--- src/rtl/regfile_wr_arbiter.sv ---
// Round-robin arbiter for the register file's single write port.
// Picks one of NREQ write requesters per cycle, starting the scan just after
// the most recent winner. It registers the winning address and data so the
// register file sees the write one cycle after the grant. With ZERO_GUARD set,
// writes to register 0 are still granted (so the requester is released) but
// are never issued to the array.
module regfile_wr_arbiter #(
    parameter int NREQ       = 4,
    parameter int AW         = 5,
    parameter int DW         = 32,
    parameter int ZERO_GUARD = 1
) (
    input  logic                     clk,
    input  logic                     rst,
    input  logic [NREQ-1:0]          req,
    input  logic [NREQ*AW-1:0]       req_addr,
    input  logic [NREQ*DW-1:0]       req_data,
    output logic [NREQ-1:0]          gnt,
    output logic                     write,
    output logic [AW-1:0]            wraddr,
    output logic [DW-1:0]            wrdata,
    output logic [$clog2(NREQ)-1:0]  last_gnt,
    output logic                     idle
);

    localparam int IW = $clog2(NREQ);

    logic [AW-1:0] addr_arr [NREQ];
    logic [DW-1:0] data_arr [NREQ];
    logic          found;
    logic [IW-1:0] win_idx;
    logic [IW-1:0] cand_idx;
    logic [AW-1:0] win_addr;
    logic [DW-1:0] win_data;
    logic          win_zero;
    int            cand;

    // Split the flattened request buses into per-requester fields
    always_comb begin
        for (int i = 0; i < NREQ; i++) begin
            addr_arr[i] = req_addr[i*AW +: AW];
            data_arr[i] = req_data[i*DW +: DW];
        end
    end

    // Scan from the requester after the last winner, wrapping, and take the first one asking
    always_comb begin
        found    = 1'b0;
        win_idx  = '0;
        cand_idx = '0;
        cand     = 0;
        win_addr = '0;
        win_data = '0;
        gnt      = '0;
        for (int k = 1; k <= NREQ; k++) begin
            cand     = (int'(last_gnt) + k) % NREQ;
            cand_idx = IW'(cand);
            if (!found && req[cand_idx]) begin
                found         = 1'b1;
                win_idx       = cand_idx;
                win_addr      = addr_arr[cand_idx];
                win_data      = data_arr[cand_idx];
                gnt[cand_idx] = 1'b1;
            end
        end
        if (rst) begin
            found = 1'b0;
            gnt   = '0;
        end
    end

    // A grant aimed at register 0 is swallowed when the guard is enabled
    assign win_zero = (ZERO_GUARD != 0) && (win_addr == '0);

    // Register the winner; write drops whenever nothing was granted
    always_ff @(posedge clk) begin
        if (rst) begin
            write    <= 1'b0;
            wraddr   <= '0;
            wrdata   <= '0;
            last_gnt <= IW'(NREQ - 1);
        end else if (found) begin
            write    <= !win_zero;
            wraddr   <= win_addr;
            wrdata   <= win_data;
            last_gnt <= win_idx;
        end else begin
            write    <= 1'b0;
        end
    end

    assign idle = (req == '0) && !write;

endmodule

--- config.mk ---
export PLATFORM = sky130hd
export DESIGN_NAME = regfile_wr_arbiter
export DESIGN_NICKNAME = d
export VERILOG_FILES = /design/src/rtl/regfile_wr_arbiter.sv
export SDC_FILE = /design/constraint.sdc
export NUM_CORES = 1
export LEC_CHECK = 0
export ABC_AREA = 0
export CORE_ASPECT_RATIO = 1.75
export CORE_MARGIN = 8
export CORE_UTILIZATION = 44
export DETAILED_ROUTE_END_ITERATION = 8
export GPL_TIMING_DRIVEN = 0
export PLACE_DENSITY = 0.8
export REMOVE_ABC_BUFFERS = 1
export SETUP_SLACK_MARGIN = 0.5
export SLEW_MARGIN = 20
export SYNTH_ARGS = -nofsm -noshare
export SYNTH_HDL_FRONTEND = slang
export SYNTH_SLANG_ARGS = --single-unit
--- constraint.sdc ---
create_clock -name clk -period 4.45 [get_ports clk]
set_clock_uncertainty 0.1 [all_clocks]
set_input_delay 0.89 -clock clk [delete_from_list [all_inputs] [get_ports clk]]
set_output_delay 0.89 -clock clk [all_outputs]
set_load 0.03 [all_outputs]
==> run metrics <==
status completed; Placeable Area between 0.01 and 0.015 mm2; Hold WS ~0.36 ns; critical-path cell list buf_16 > clkinvlp_4 > ha_4 > buf_16 > mux4_4 > buf_12 > a221o_1 > o21ai_0 > a21oi_2 > buf_4; CP bufs+invs 5; Reg2Reg Depth 10; routed length per instance 28.6 um; Clock Latency Late Sink around 0.29 ns; Nets between 800 and 900; Synth cell types 34; Critical R2R Launch last_gnt[0]; Layout area overhead 46.3%; fin crit period ~3.8 ns; gr ovfl total 0; Die Ht ~170 um; synthesized flop and latch total 40; clock buffer depth 2; Routed WL between 20000 and 25000 um; Root Buffer clkbuf_16; Hold Crit Start wraddr[1]; cts hold-fix bufs 0; Critical Path AT between 2 and 3 ns; CTS sink cnt 40; Avg Synthesized Cell Area approximately 12 um2; final cell count without fillers 866; Yosys Warn Count 0; post-synthesis sequential area ratio 13.1%; fraction of registers with async set/reset 0%; Primary FF master, synth dfxtp_1; DP Cell Count slightly above 800; TNS Setup 0 ns; first-pass detailed-route iteration total 5; I/O pins just under 200; port bufs roughly 200; Hold EP wraddr[1]; initial antenna violation count 3; clock-pin slew on the worst setup and hold paths around 0.07 ns; CP startpoint kind register; number of global-route vias before repair 6854; slowest stage delay, CP roughly 0.69 ns; relative slew slack roughly 54%; CP Class reg -> out; hold path cells 2; H-Tree Depth 2; CTS tree done; number of cell rows 57; CP endpoint kind primary output; number of synthesized flops with an enable pin 0; power density over cell area 710 mW/mm2; die width between 100 and 150 um; CP delay by family, top buffers and inverters; Vias/cell roughly 7.3; Fin. Hold Viols 0; remaining routing DRC violations 0; largest net degree at the start of global routing between 40 and 50; fmax about 260 MHz; RSZ-0062 raised after global routing false; first-pass GRT wire length 37600 um; peak fanout along the critical path 11; Tcrit/Tclk final between 80% and 90%; Synth Cell Area just over 0.006 mm2; die area between 0.015 and 0.02 mm2; Num CTS Buffers 5; ANT nets after route 0; GRT Util Overall a little over a quarter; Reg2Reg Capture Point write; DR vias 6364; Initial Util between 40 and 50%; maximum vdd drop between 0.3 and 0.4 mV; # setup viols final 0; hold crit path type reg -> reg; Filler cells 1033; Post-Synthesis Cells roughly 500; slowest CP cell mux4_4; CP required 3.46 ns; total chip power 6370 uW; share of layout cells above drive strength 1 between 30% and 40%; count of pins over their slew limit 0; FF-to-FF setup slack 1.35 ns; DR iter-0 viols around 350; Max Cap Violations 0; crit-path most repeated cell buf_16; P_leak 0.00319 uW; Final HPWL DP roughly 15000 um; worst slew pin tran a little under 0.7 ns; routability congestion estimate between 0.8 and 0.9
## worst min-delay path, cell delays in order, from the launching register on
cell and delay (ns):
dfxtp_1 0.31, nand2_1 0.05, a21oi_1 0.05
## worst max-delay path by stage
| stage | start | endpoint | depth (start not counted) |
|---|---|---|---|
| 6_report | last_gnt[0] | gnt[0] | 10 |
| 5_1_grt | last_gnt[1] | gnt[0] | 9 |
| 4_1_cts | last_gnt[0] | gnt[2] | 10 |
| 3_5_place_dp | last_gnt[0] | gnt[0] | 9 |
| 3_3_place_gp | last_gnt[0] | gnt[2] | 7 |
| 2_1_floorplan | last_gnt[0] | gnt[0] | 6 |
## report_power, final
group / internal [uW] / leakage, uW / total, uW / switching [uW]
registers: 521 / 0.000334 / 607 / 85.9
logic: 2820 / 0.00278 / 5380 / 2550
clock network: 222 / 0.0000767 / 387 / 166
total: 3570 / 0.00319 / 6370 / 2800
## per-stage QoR
| step | area (um2) | setup WS, ns | utilization [%] |
|---|---|---|---|
| 4_1_cts | 8910 | 0.543 | 64.8 |
| 3_3_place_gp | 8020 | -11.33 | 58.3 |
| 2_1_floorplan | 5820 | -8.14 | - |
| 5_1_grt | 8970 | 0.490 | 65.2 |
| 6_report | 8980 | 0.608 | 65.2 |
| 3_5_place_dp | 8310 | -1.73 | 60.4 |
## cells in the final DEF, fill, tap and decap left out, types with 10 or more instances in the layout
cell type and n:
a211oi_1 30, a21oi_1 12, a221oi_1 28, a2bb2oi_1 29
buf_4 23, clkdlybuf4s50_1 189, dfxtp_1 38, mux4_2 154
nand2_1 12, nor2_1 60, o21ai_0 10
## cells by family (layout without fill, tap and decap cells)
logic type / after synthesis / in the layout / synth area share [%]
DFF: 40 / 40 / 13.1
buffers and inverters: 73 / 250 / 5.24
AOI/OAI and AO/OA: 135 / 135 / 17.0
other: 0 / 6 / 0
adders and majority gates: 8 / 8 / 1.63
muxes: 158 / 162 / 56.8
and+or+nand+nor: 87 / 88 / 6.22
## per-layer routing
metal  routed length, um  GRT usage [%]
met1                8200           27.6
met2               13200           45.4
met3                1460           4.78
met4                1920           24.0
met5                   0              0
## repair_timing
item / 4_1_cts / 5_1_grt
buffers inserted: 19 / 6
hold endpoints to repair: 0 / 0
gates resized for setup: 43 / 16
cloned: 9 / 0
pin swaps: 2 / 2
setup endpoints to repair: 45 / 4
## synthesized netlist by cell type (all sizes together), types with 2 or more instances
library cell	n	area (um2)
o21ai	11	55.1
mux4	152	3420
clkbuf	37	139
a221oi	28	245
nand3b	2	15.0
ha	8	100
buf	34	175
a21oi	16	80.1
dfxtp	40	801
nor2b	2	15.0
a221o	9	90.1
o31a	3	26.3
a211oi	30	225
a2bb2oi	29	254
inv	2	7.51
nand2b	2	12.5
mux2i	5	50.1
nand2	12	45.0
nor3	4	20.0
a22oi	5	37.5
nor2	60	225
## state kept, by name, indices dropped and copies added, names as in the netlist
register and cells:
wrdata 32, wraddr 5, last_gnt 2, write 1
## final cells by class
| type | instances | area, um2 | area share, % |
|---|---|---|---|
| diodes | 6 | 15.0 | 0.167 |
| clock inverters | 2 | 10.0 | 0.112 |
| inverters | 2 | 11.3 | 0.125 |
| well taps | 177 | 221 | 2.47 |
| flip-flops and latches | 40 | 808 | 9.00 |
| repair buffers | 240 | 2610 | 29.1 |
| clock buffers | 6 | 139 | 1.55 |
| multi-input cells | 393 | 5160 | 57.5 |
Note: power is estimated with default switching activity, not from simulation.
